<file path="src/rtl/decode_stage_ctrl.sv">
// Decode-stage controller: owns the IF/ID pipeline register, decodes the
// immediate format of the instruction in D, and generates the F/D/E hazard
// controls for load-use hazards and the multi-cycle divider handshake.
module decode_stage_ctrl #(
  parameter int          XLEN      = 32,
  parameter logic [31:0] NOP_INSTR = 32'h0000_0013,
  parameter int          CNT_W     = 32
) (
  input  logic             clk,
  input  logic             rst_n,
  input  logic [31:0]      InstrF,
  input  logic [XLEN-1:0]  PCF,
  input  logic [XLEN-1:0]  PCPlus4F,
  input  logic             FlushD,
  input  logic [4:0]       RdE,
  input  logic             ResultSrcE0,
  input  logic             div_done,
  output logic [31:0]      InstrD,
  output logic [XLEN-1:0]  PCD,
  output logic [XLEN-1:0]  PCPlus4D,
  output logic             validD,
  output logic [2:0]       ImmSrcD,
  output logic             StallF,
  output logic             StallD,
  output logic             FlushE,
  output logic             div_start,
  output logic             div_abort,
  output logic [CNT_W-1:0] stall_cnt
);

  // Major opcodes (instruction bits [6:0]).
  localparam logic [6:0] OP_IMM    = 7'b0010011;
  localparam logic [6:0] OP_LOAD   = 7'b0000011;
  localparam logic [6:0] OP_JALR   = 7'b1100111;
  localparam logic [6:0] OP_STORE  = 7'b0100011;
  localparam logic [6:0] OP_BRANCH = 7'b1100011;
  localparam logic [6:0] OP_JAL    = 7'b1101111;
  localparam logic [6:0] OP_LUI    = 7'b0110111;
  localparam logic [6:0] OP_AUIPC  = 7'b0010111;
  localparam logic [6:0] OP_REG    = 7'b0110011;

  // Immediate format selects driven to the extender.
  localparam logic [2:0] IMM_I    = 3'd0;
  localparam logic [2:0] IMM_S    = 3'd1;
  localparam logic [2:0] IMM_B    = 3'd2;
  localparam logic [2:0] IMM_J    = 3'd3;
  localparam logic [2:0] IMM_U    = 3'd4;
  localparam logic [2:0] IMM_NONE = 3'd7;

  localparam logic [6:0] FUNCT7_MULDIV = 7'b0000001;

  typedef enum logic {
    S_IDLE,
    S_BUSY
  } state_t;

  // IF/ID pipeline register and controller state.
  logic [31:0]      r_instr;
  logic [XLEN-1:0]  r_pc;
  logic [XLEN-1:0]  r_pc4;
  logic             r_valid;
  state_t           r_state;
  logic [CNT_W-1:0] r_stall_cnt;

  // Decode fields of the instruction currently in D.
  logic [6:0] w_opcode;
  logic [2:0] w_funct3;
  logic [6:0] w_funct7;
  logic [4:0] w_rs1;
  logic [4:0] w_rs2;

  logic [2:0] w_imm_src;
  logic       w_use_rs1;
  logic       w_use_rs2;
  logic       w_is_div;
  logic       w_lw_stall;
  logic       w_hold;
  logic       w_start;
  logic       w_abort;

  assign w_opcode = r_instr[6:0];
  assign w_funct3 = r_instr[14:12];
  assign w_rs1    = r_instr[19:15];
  assign w_rs2    = r_instr[24:20];
  assign w_funct7 = r_instr[31:25];

  // Immediate format and source-register usage from the opcode.
  always_comb begin
    w_imm_src = IMM_NONE;
    w_use_rs1 = 1'b1;
    w_use_rs2 = 1'b0;
    case (w_opcode)
      OP_IMM, OP_LOAD, OP_JALR: w_imm_src = IMM_I;
      OP_STORE: begin
        w_imm_src = IMM_S;
        w_use_rs2 = 1'b1;
      end
      OP_BRANCH: begin
        w_imm_src = IMM_B;
        w_use_rs2 = 1'b1;
      end
      OP_JAL: begin
        w_imm_src = IMM_J;
        w_use_rs1 = 1'b0;
      end
      OP_LUI, OP_AUIPC: begin
        w_imm_src = IMM_U;
        w_use_rs1 = 1'b0;
      end
      OP_REG: w_use_rs2 = 1'b1;
      default: w_imm_src = IMM_NONE;
    endcase
  end

  // div/divu/rem/remu all share funct7=0000001 with funct3[2] set.
  assign w_is_div = (w_opcode == OP_REG) && (w_funct7 == FUNCT7_MULDIV) && w_funct3[2];

  // Load in E writing a register that the instruction in D actually reads.
  assign w_lw_stall = r_valid && ResultSrcE0 && (RdE != 5'd0) &&
                      ((w_use_rs1 && (RdE == w_rs1)) || (w_use_rs2 && (RdE == w_rs2)));

  // Hazard scheduling: load-use stalls in IDLE, divider occupancy in BUSY.
  always_comb begin
    w_hold  = 1'b0;
    w_start = 1'b0;
    w_abort = 1'b0;
    if (r_state == S_IDLE) begin
      w_hold = w_lw_stall;
      if (r_valid && w_is_div && !FlushD && !w_lw_stall) begin
        w_start = 1'b1;
        w_hold  = 1'b1;
      end
    end else begin
      // The divide sits in D until the divider reports completion; a
      // taken branch in E cancels it instead.
      w_hold  = !div_done;
      w_abort = FlushD;
    end
  end

  // Pulses are suppressed while reset is asserted so a reset never looks
  // like an abort (or start) to the divider.
  assign div_start = w_start && rst_n;
  assign div_abort = w_abort && rst_n;
  assign StallF    = w_hold;
  assign StallD    = w_hold;
  assign FlushE    = w_hold || FlushD;
  assign ImmSrcD   = w_imm_src;

  assign InstrD    = r_instr;
  assign PCD       = r_pc;
  assign PCPlus4D  = r_pc4;
  assign validD    = r_valid;
  assign stall_cnt = r_stall_cnt;

  // IF/ID register: flush beats stall, stall beats a fresh load from F.
  always_ff @(posedge clk) begin
    if (!rst_n) begin
      r_instr <= NOP_INSTR;
      r_pc    <= '0;
      r_pc4   <= '0;
      r_valid <= 1'b0;
    end else if (FlushD) begin
      r_instr <= NOP_INSTR;
      r_pc    <= '0;
      r_pc4   <= '0;
      r_valid <= 1'b0;
    end else if (!w_hold) begin
      r_instr <= InstrF;
      r_pc    <= PCF;
      r_pc4   <= PCPlus4F;
      r_valid <= 1'b1;
    end
  end

  // Divider sequencing: IDLE -> BUSY on start, back on completion or cancel.
  always_ff @(posedge clk) begin
    if (!rst_n) begin
      r_state <= S_IDLE;
    end else begin
      case (r_state)
        S_IDLE: if (w_start) r_state <= S_BUSY;
        S_BUSY: if (FlushD || div_done) r_state <= S_IDLE;
        default: r_state <= S_IDLE;
      endcase
    end
  end

  // Saturating count of cycles the decode stage was held.
  always_ff @(posedge clk) begin
    if (!rst_n) begin
      r_stall_cnt <= '0;
    end else if (w_hold && (r_stall_cnt != {CNT_W{1'b1}})) begin
      r_stall_cnt <= r_stall_cnt + 1'b1;
    end
  end

endmodule
</file>
<file path="config.mk">
export PLATFORM = sky130hd
export DESIGN_NAME = decode_stage_ctrl
export DESIGN_NICKNAME = d
export VERILOG_FILES = /design/src/rtl/decode_stage_ctrl.sv
export SDC_FILE = /design/constraint.sdc
export NUM_CORES = 1
export LEC_CHECK = 0
export CAP_MARGIN = 20
export CORE_ASPECT_RATIO = 0.5
export CORE_UTILIZATION = 42
export DETAILED_ROUTE_END_ITERATION = 10
export DONT_BUFFER_PORTS = 1
export GPL_ROUTABILITY_DRIVEN = 0
export HOLD_SLACK_MARGIN = 0.12
export PLACE_DENSITY_LB_ADDON = 0.15
export SETUP_SLACK_MARGIN = 0.02
export SLEW_MARGIN = 10
export SYNTH_ARGS = -nofsm -noshare
export SYNTH_HDL_FRONTEND = slang
export SYNTH_SLANG_ARGS = --single-unit
</file>
<file path="constraint.sdc">
create_clock -name clk -period 3 [get_ports clk]
set_input_delay 0.15 -clock clk [delete_from_list [all_inputs] [get_ports clk]]
set_output_delay 0.15 -clock clk [all_outputs]
set_load 0.05 [all_outputs]
</file>
**Yosys cells after proc, flatten, opt, wreduce, memory -nomap -nowiden**

Cells that the tools add are included.

- Register bits after elaboration: 130
- Output and inout port bits: 137

- Add/subtract/negate cells: 1
- Eq/ne operators: 13
- Multiplexer cells: 11
- Bitwise operators: 2
- Reduce and logical (&&, ||, !) cells: 25

Operator list:

| operator | count |
|---|---|
| 32-bit by 1-bit adder with 32-bit output (second input constant) | 1 |
| 32-bit inequality test (second input constant) | 1 |
| 7-bit by 6-bit == test with 1-bit output (second input constant) | 3 |
| 7-bit == test (second input constant) | 3 |
| 3-bit one-hot mux with 5 select lines | 1 |
| 7-bit by 5-bit == test with 1-bit output (second input constant) | 2 |
| 1-bit logical AND | 13 |
| 5-bit == test | 2 |
| 1-bit 2-to-1 mux | 9 |
| 3-bit OR reduction | 3 |
| 7-bit by 1-bit == test with 1-bit output (second input constant) | 1 |
| 7-bit by 2-bit == test with 1-bit output (second input constant) | 1 |
| 5-bit nonzero test | 1 |
| 2-bit OR reduction | 2 |
| 1-bit logical NOT | 3 |
| 1-bit logical OR | 3 |
| 1-bit NOT | 2 |
| 1-bit one-hot mux with 2 select lines | 1 |

**Depth between registers and ports, before layout**

Gate-level depths: netlist of the first run.

- Depth after elaboration: 12
- Depth in mapped cells: 11
- Gate-level depth less buffers: 8

**Worst setup path after synthesis of the first run**

OpenSTA, ideal clock, no wires.

- Path type: flip-flop to output port
- Start: reg r_instr[1], in the netlist InstrD[1]
- End: out StallF
- Arrival: 2.804 ns
- Slack: 0.046 ns
- Stages on the path, launching flop included: 9
- Path buffers: 2
- Path through: dfxtp_1 > and3b_1 > nand2_2 > a2111oi_2 > o211ai_1 > and2_1 > inv_2 > clkbuf_1 > buf_4

- Word-level cells in the longest chain between the ends: 10
- Elaborated cells on any way between the ends: 22
- Classes of those cells: 6 x eq/ne; 4 x mux; 12 x reduce/logical

RTL lines:

| item | line | text |
|---|---|---|
| from (decl) | 58 | `logic [31:0] r_instr;` |
| from (signal assigned) | 169 | `r_instr <= InstrF;` |
| 7-bit by 6-bit == test with 1-bit output (tied with other cells) | 92 | `case (w_opcode)` |
| 3-bit OR reduction (no line) | - |  |
| 1-bit 2-to-1 mux | 92 |  |
| 1-bit logical AND | 120 | `((w_use_rs1 && (RdE == w_rs1)) \|\| (w_use_rs2 && (RdE == w_rs2)));` |
| 1-bit logical OR | 120 |  |
| 1-bit logical AND | 119 | `assign w_lw_stall = r_valid && ResultSrcE0 && (RdE != 5'd0) &&` |
| 1-bit logical NOT | 129 | `if (r_valid && w_is_div && !FlushD && !w_lw_stall) begin` |
| 1-bit logical AND | 129 |  |
| 1-bit 2-to-1 mux * | 129 |  |
| 1-bit 2-to-1 mux * | 127 | `if (r_state == S_IDLE) begin` |
| to (decl) | 23 | `output logic StallF,` |

Every way passes the cells marked *; elsewhere a longest branch is shown, timed or not.

**Worst setup path in the final report of the first run**

- Start: reg r_instr[4], in the netlist InstrD[4]
- End: out FlushE

- Word-level cells in the longest chain between the ends: 11
- Elaborated cells on any way between the ends: 23
- Classes of those cells: 6 x eq/ne; 4 x mux; 13 x reduce/logical

RTL lines:

| item | line | text |
|---|---|---|
| 7-bit by 6-bit == test with 1-bit output (tied with other cells) | 92 |  |
| 3-bit OR reduction (no line) | - |  |
| 1-bit 2-to-1 mux | 92 |  |
| 1-bit logical AND | 120 |  |
| 1-bit logical OR | 120 |  |
| 1-bit logical AND | 119 |  |
| 1-bit logical NOT | 129 |  |
| 1-bit logical AND | 129 |  |
| 1-bit 2-to-1 mux * | 129 |  |
| 1-bit 2-to-1 mux * | 127 |  |
| 1-bit logical OR * | 147 | `assign FlushE = w_hold \|\| FlushD;` |
| to (decl) | 25 | `output logic FlushE,` |

Marks and branches as above.

==> impl_metrics.ini, run 1 <==
[status]
status = finished clean

[logic_synthesis]
syn_nets = 784
avgSynthCellArea_um2 = 7.91
synth_ff_type = dfxtp_1
syn_inst = 677
synth_top_family_by_area = simple AND/OR/NAND/NOR gates
synthAdderAreaFrac_pct = 0.234
synth_compound_area_share_pct = 16.0
synth_area_leaders = dfxtp_1 (49%), nand2_1 (15%), a21oi_1 (11%)
async_reset_ff_share_pct = 0
synth_xor_xnor_area_share_pct = 1.96
yosys.area.top_type = dfxtp_1
synth_cell_types = 50
netlist_area_mm2 = 0.00536
synth-seq-cells = 130
synth_simple_gate_area_share_pct = 27.4
ys_warn_count = 0
synthMuxAreaShare_pct = 1.31
synth-seq-area-share_pct = 48.6
synth-edff-count = 0
synth_top_area_share_pct = 48.6

[route]
routedWlPerCell_um = 16.4
vias = 5239
viasPerCell = 5.27
ant_nets = 0
drc = 0
wl_mm = 16.3
drtIter0Drc = 358
firstDrtPassIters = 5

[worst_setup_path]
endpoint = FlushE
crit_family = simple AND/OR/NAND/NOR gates
cpPeakStageDelay_ps = 460
worstPathMaxFanout = 50
cp.arrival_ps = 2670
r2r_cells = 9
rrSetupSlack_ps = 250
r2r-start = InstrD[4]
cp.depth = 8
reg2reg_to = InstrD[0]
worst_setup_path_end_kind = primary output
worstPathCellList = or3b_2 > a21oi_1 > nor4_1 > o211ai_1 > and2_4 > buf_16 > nand2b_1 > buf_4
worstSetupPathType = flip-flop to primary output
start_kind = flip-flop
timing.critical_path.buf_inv = 2
cp_slowest_cell = or3b_2
cp.required_ps = 2850
cp-startpoint = InstrD[4]

[timing]
max_freq_mhz = 354
final.setup.tns_ps = 0
relSlewSlack_pct = 31.3
rsz0062_at_grt = false
finalCritPeriodShare_pct = 94.1
period_needed_ps = 2820
worstMarginPinSlew_ps = 1030
setup_viol = 0
slew_viol_final = 0
skew_ps = 15.1
hold_viol = 0

[clock_tree]
cts_made_buffers = 17
root_buffer = clkbuf_16
cts_buffer_depth = 2
numClockSinks = 130
clk_pin_slew_ps = 60
cts_tree = yes
cts.htree.levels = 4
clock_latency_ps = 410

[power_and_ir_drop]
comb_power_share_pct = 8.1
netSwitchingFraction_pct = 27.1
p_per_area_mw_per_mm2 = 582
p_int_mw = 3.18
pwr-share-clk_pct = 47.0
p_leak_nw = 3.03
irDropWorstVdd_mv = 0.330
pwr-share-seq_pct = 44.9
p_switching_mw = 1.18

[final_layout]
finalNetCount = 923
final_cell_mix = nand2_1 (212), dfxtp_1 (130), a21oi_1 (117)
stdcell_area_mm2 = 0.00750
diodes = 0
drive_gt1_share_pct = 13.0
area_growth_pct = 39.9
final_common_cell = nand2_1

[placed_design]
dp_hpwl_mm = 10.0
placed_cell_area_mm2 = 0.00585
portBuffers = 0

[floorplanning]
dieWidth_um = 162
pin_count = 243
initial_core_util_pct = 44.2
die_h_um = 81.9
fp.dieArea_mm2 = 0.0132
rows = 28
core_area_mm2 = 0.0121

[grt]
first_global_vias = 4970
antenna_found_initial = 0
grtUsageTotal_pct = 23.9
grt_overflow_total = 0
grt_max_degree = 95
grt_pass1_wl_mm = 24.8

[job]
cap_violations = 0

[worst_hold_path]
hold_class = primary input to flip-flop
==> worst reg2reg max path, cell delays in order, from the launching register on <==
cell and delay [ps]:
dfxtp_1 420, or3b_2 460, a21oi_1 210, nor4_1 100, o211ai_1 240, and2_4 280, buf_16 260, nand2_1 100
nand3_1 80, dlygate4sd3_1 540
==> state kept, by name (all words and copies together), names as in the netlist <==
register and flops:
InstrD 32, PCD 32, PCPlus4D 32, stall_cnt 32, r_state 1, validD 1
==> per-stage QoR <==
step                power (mW)  cells  util (%)  setup slack, ps  hold slack [ps]
global placement          2.23    858      48.3              413              273
detailed placement        2.24    858      48.3              371              280
finish                    4.36    994      61.8              177              167
floorplan                 2.17    677         -             46.1              272
CTS                       4.40    992      61.7             64.6              151
global route              4.52    994      61.8             40.6              176
==> layout make-up <==
type                    count  area (µm²)
clock buffers              18         429
clock inverters            14         154
fillers                  1096        4630
inverters                   7        31.3
multi-input cells         494        2520
flip-flops and latches    130        2600
well taps                 165         206
repair buffers            166        1550
==> synthesized netlist by cell type, types with 2 or more instances <==
cell type,count
and3_1,10
nand3_1,20
xor2_1,4
nand2b_1,9
nor3_1,4
buf_4,3
o21a_1,2
buf_2,21
inv_1,4
o21ai_0,12
clkbuf_1,20
nor4_1,3
inv_2,2
dfxtp_1,130
mux2i_1,7
nand2_1,212
and4_1,4
a21oi_1,117
xnor2_1,8
or4_1,13
nand4_1,9
o31ai_1,11
nor2_1,12
o211ai_1,2
or3_1,13
==> power groups by stage <==
stage | Clock [mW] | Combinational (mW) | Sequential [mW]
CTS | 2.09 | 0.352 | 1.96
detailed placement | 0 | 0.242 | 2.00
global route | 2.18 | 0.378 | 1.96
floorplan | 0 | 0.132 | 2.04
finish | 2.05 | 0.354 | 1.96
global placement | 0 | 0.239 | 1.99
==> how the worst min path moves through the flow <==
stage,startpoint,end,slack (ps),cells after the start
after global placement,rst_n,stall_cnt[24],270,1
after CTS,rst_n,stall_cnt[0],150,3
after detailed placement,rst_n,stall_cnt[24],280,1
after global routing,rst_n,stall_cnt[22],180,3
after floorplan,InstrF[0],InstrD[0],270,2
final,rst_n,stall_cnt[0],170,3
==> routing by layer <==
layer	vias to the layer above	global-route usage, %	share of wire, %
met4	0	9.43	1.4
met3	18	7.42	6.7
met2	155	40.9	49
met1	2467	28.4	43
met5	-	0	0
li1	2599	-	-
==> kinds of logic after synthesis <==
logic type,count (synthesis)
DFF,130
buffers and inverters,53
and+or+nand+nor,320
adders and majority gates,1
muxes,7
xor gates and xnor gates,12
AOI/OAI and AO/OA,154
==> repair_timing <==
| item | in CTS | in global routing |
|---|---|---|
| endpoints found under the hold margin | 105 | 0 |
| resized for setup | 1 | 2 |
| buffers inserted | 0 | 2 |
| pin swaps | 0 | 2 |
| hold buffers | 101 | 0 |
| endpoints found under the setup margin | 1 | 4 |
| gates cloned | 1 | 0 |
Note: power is estimated with default switching activity, not from simulation.
==> inputs of run 2 (changes only) <==
ABC_AREA = 1   (was unset)
==> run 2 against run 1 <==
Against the previous run: synthesized cell count rose by 22%; first-iteration DRC count decreased by 17%; global-route usage decreased by 0.058 points; maximum frequency up 3.4%; sequential share of layout area shrank 3.3 points; via count grew 11%; register-to-register slack better by 30 ps; non-clock buffer count is 29 higher; highest routed layer unchanged; clock skew about the same; wire length rose by 5.6%; die area is 9.1% higher.
==> impl_metrics.ini, run 2 <==
[floorplanning]
rows = 30
initial_core_util_pct = 43.1
fp.dieArea_mm2 = 0.0144
pin_count = 243
dieWidth_um = 169
core_area_mm2 = 0.0136
die_h_um = 85.5

[logic_synthesis]
synth.most_common_cell = nor2_1
synth_area_leaders = dfxtp_1 (44%), nor2_1 (16%), nand2_1 (6.6%)
avgSynthCellArea_um2 = 7.11
synth-seq-cells = 130
yosys.area.top_type = dfxtp_1
ys_warn_count = 0
netlist_area_mm2 = 0.00586
synth-edff-count = 0
synth-seq-area-share_pct = 44.4
syn_nets = 931
synth_cell_types = 32
synth_top_area_share_pct = 44.4
syn_inst = 824
ys_top_cells_by_count = nor2_1 (249), dfxtp_1 (130), nand2_1 (103)
async_reset_ff_share_pct = 0
synth_ff_type = dfxtp_1

[worst_setup_path]
r2r_cells = 12
rrSetupSlack_ps = 280
worst_setup_path_end_kind = primary output
cp.arrival_ps = 2580
worstSetupPathType = flip-flop to primary output
cp.required_ps = 2850
worstPathMaxFanout = 77
r2r-start = InstrD[16]
start_kind = flip-flop
reg2reg_to = PCD[0]

[worst_hold_path]
hold_class = primary input to flip-flop
min_path_cells = 4
hp-start = rst_n
min_to = r_state

[timing]
slew_viol_final = 0
setup_viol = 0
fin_ws_ps = 268
finalCritPeriodShare_pct = 91.1
max_freq_mhz = 366
final.setup.tns_ps = 0
worstMarginPinSlew_ps = 1040
period_needed_ps = 2730
hold_viol = 0
relSlewSlack_pct = 30.4
rsz0062_at_grt = false
skew_ps = 15.4

[placed_design]
portBuffers = 0
dp_hpwl_mm = 10.7
dp_slack_ps = 449

[final_layout]
final_cell_mix = nor2_1 (248), dlygate4sd3_1 (129), dfxtp_1 (126)
final_common_cell = nor2_1
drive_gt1_share_pct = 15.6
area_growth_pct = 41.8
diodes = 0
finalNetCount = 1102

[clock_tree]
clock_latency_ps = 410
cts_setup_buffers = 0
clk_pin_slew_ps = 70
cts_buffer_depth = 2
root_buffer = clkbuf_16
cts_tree = yes
numClockSinks = 130
cts.htree.levels = 4
cts_made_buffers = 17

[grt]
grt_pass1_wl_mm = 27.6
first_global_vias = 5634
antenna_found_initial = 0
grtUsageTotal_pct = 23.8
grt_overflow_total = 0
grt_max_degree = 78

[route]
drc = 0
vias = 5839
drtIter0Drc = 296
viasPerCell = 4.87
routedWlPerCell_um = 14.3
wl_mm = 17.2
firstDrtPassIters = 4
ant_nets = 0

[power_and_ir_drop]
p_per_area_mw_per_mm2 = 538
irDropWorstVdd_mv = 0.315
netSwitchingFraction_pct = 27.6
p_int_mw = 3.23
pwr-share-seq_pct = 44.0
p_switching_mw = 1.23
p_leak_nw = 3.75
comb_power_share_pct = 8.5
pwr-share-clk_pct = 47.5

[status]
status = finished clean

[job]
cap_violations = 0
==> run 2: cell families (layout without fill, tap and decap cells) <==
logic type / after synthesis / after routing / synth area share, %
fa+ha+maj: 1 / 1 / 0.214
simple gates: 451 / 451 / 34.2
flops: 130 / 130 / 44.4
xor+xnor: 4 / 4 / 0.598
compound gates: 133 / 133 / 11.5
buf+inv: 105 / 289 / 9.02
==> run 2: worst max-delay path: stages, from the launching register on <==
cell and delay, ps:
dfxtp_2 520, nand2_1 90, nand2_1 80, nand2_1 50, nor2_1 180, nand3_2 90, nand2_2 80, nand3_2 110
nand2_8 240, buf_12 340, buf_4 360
==> run 2: worst max path at each step <==
stage | startpoint | depth (start not counted) | end
finish | InstrD[16] | 10 | StallF
global route | InstrD[25] | 9 | StallF
detailed placement | InstrD[6] | 11 | InstrD[13]
CTS | InstrD[6] | 10 | StallF
floorplan | InstrD[2] | 6 | ImmSrcD[2]
global placement | InstrD[16] | 10 | StallF
==> run 2: power by group through the flow <==
| stage | logic (mW) | clock network (mW) | registers, mW |
|---|---|---|---|
| floorplan | 0.132 | 0 | 2.04 |
| global placement | 0.230 | 0 | 2.00 |
| detailed placement | 0.235 | 0 | 2.00 |
| CTS | 0.373 | 2.17 | 1.96 |
| global route | 0.409 | 2.24 | 1.97 |
| finish | 0.379 | 2.12 | 1.97 |
==> run 2: what timing repair did <==
action,CTS,global route
endpoints found under the hold margin,129,0
hold buffers,130,0
resized for setup,0,5
endpoints found under the setup margin,0,34
==> run 2: layer usage <==
layer	wire length, µm	vias up	GRT usage [%]	share of wire, %
met5	0	-	0	0
met1	7190	2632	26.9	42
met3	1350	41	7.80	7.8
li1	-	2975	-	-
met2	8220	191	41.7	48
met4	441	0	10.2	2.6
==> run 2: through the flow <==
step           hold slack, ps  instance area (µm²)  instances  utilization [%]  power [mW]
2_1_floorplan             263                 5860        824                -        2.17
3_3_place_gp              271                 6370       1038             46.9        2.23
3_5_place_dp              274                 6370       1038             46.9        2.24
4_1_cts                   199                 8290       1200             61.0        4.51
5_1_grt                   240                 8300       1200             61.1        4.62
6_report                  218                 8300       1200             61.1        4.46
==> run 2: final cells by class <==
type,count,area (µm²)
multi-input cells,589,2760
fillers,1188,5290
flip-flops and latches,130,2610
clock buffers,18,439
inverters,62,235
clock inverters,14,165
repair buffers,195,1850
well taps,192,240
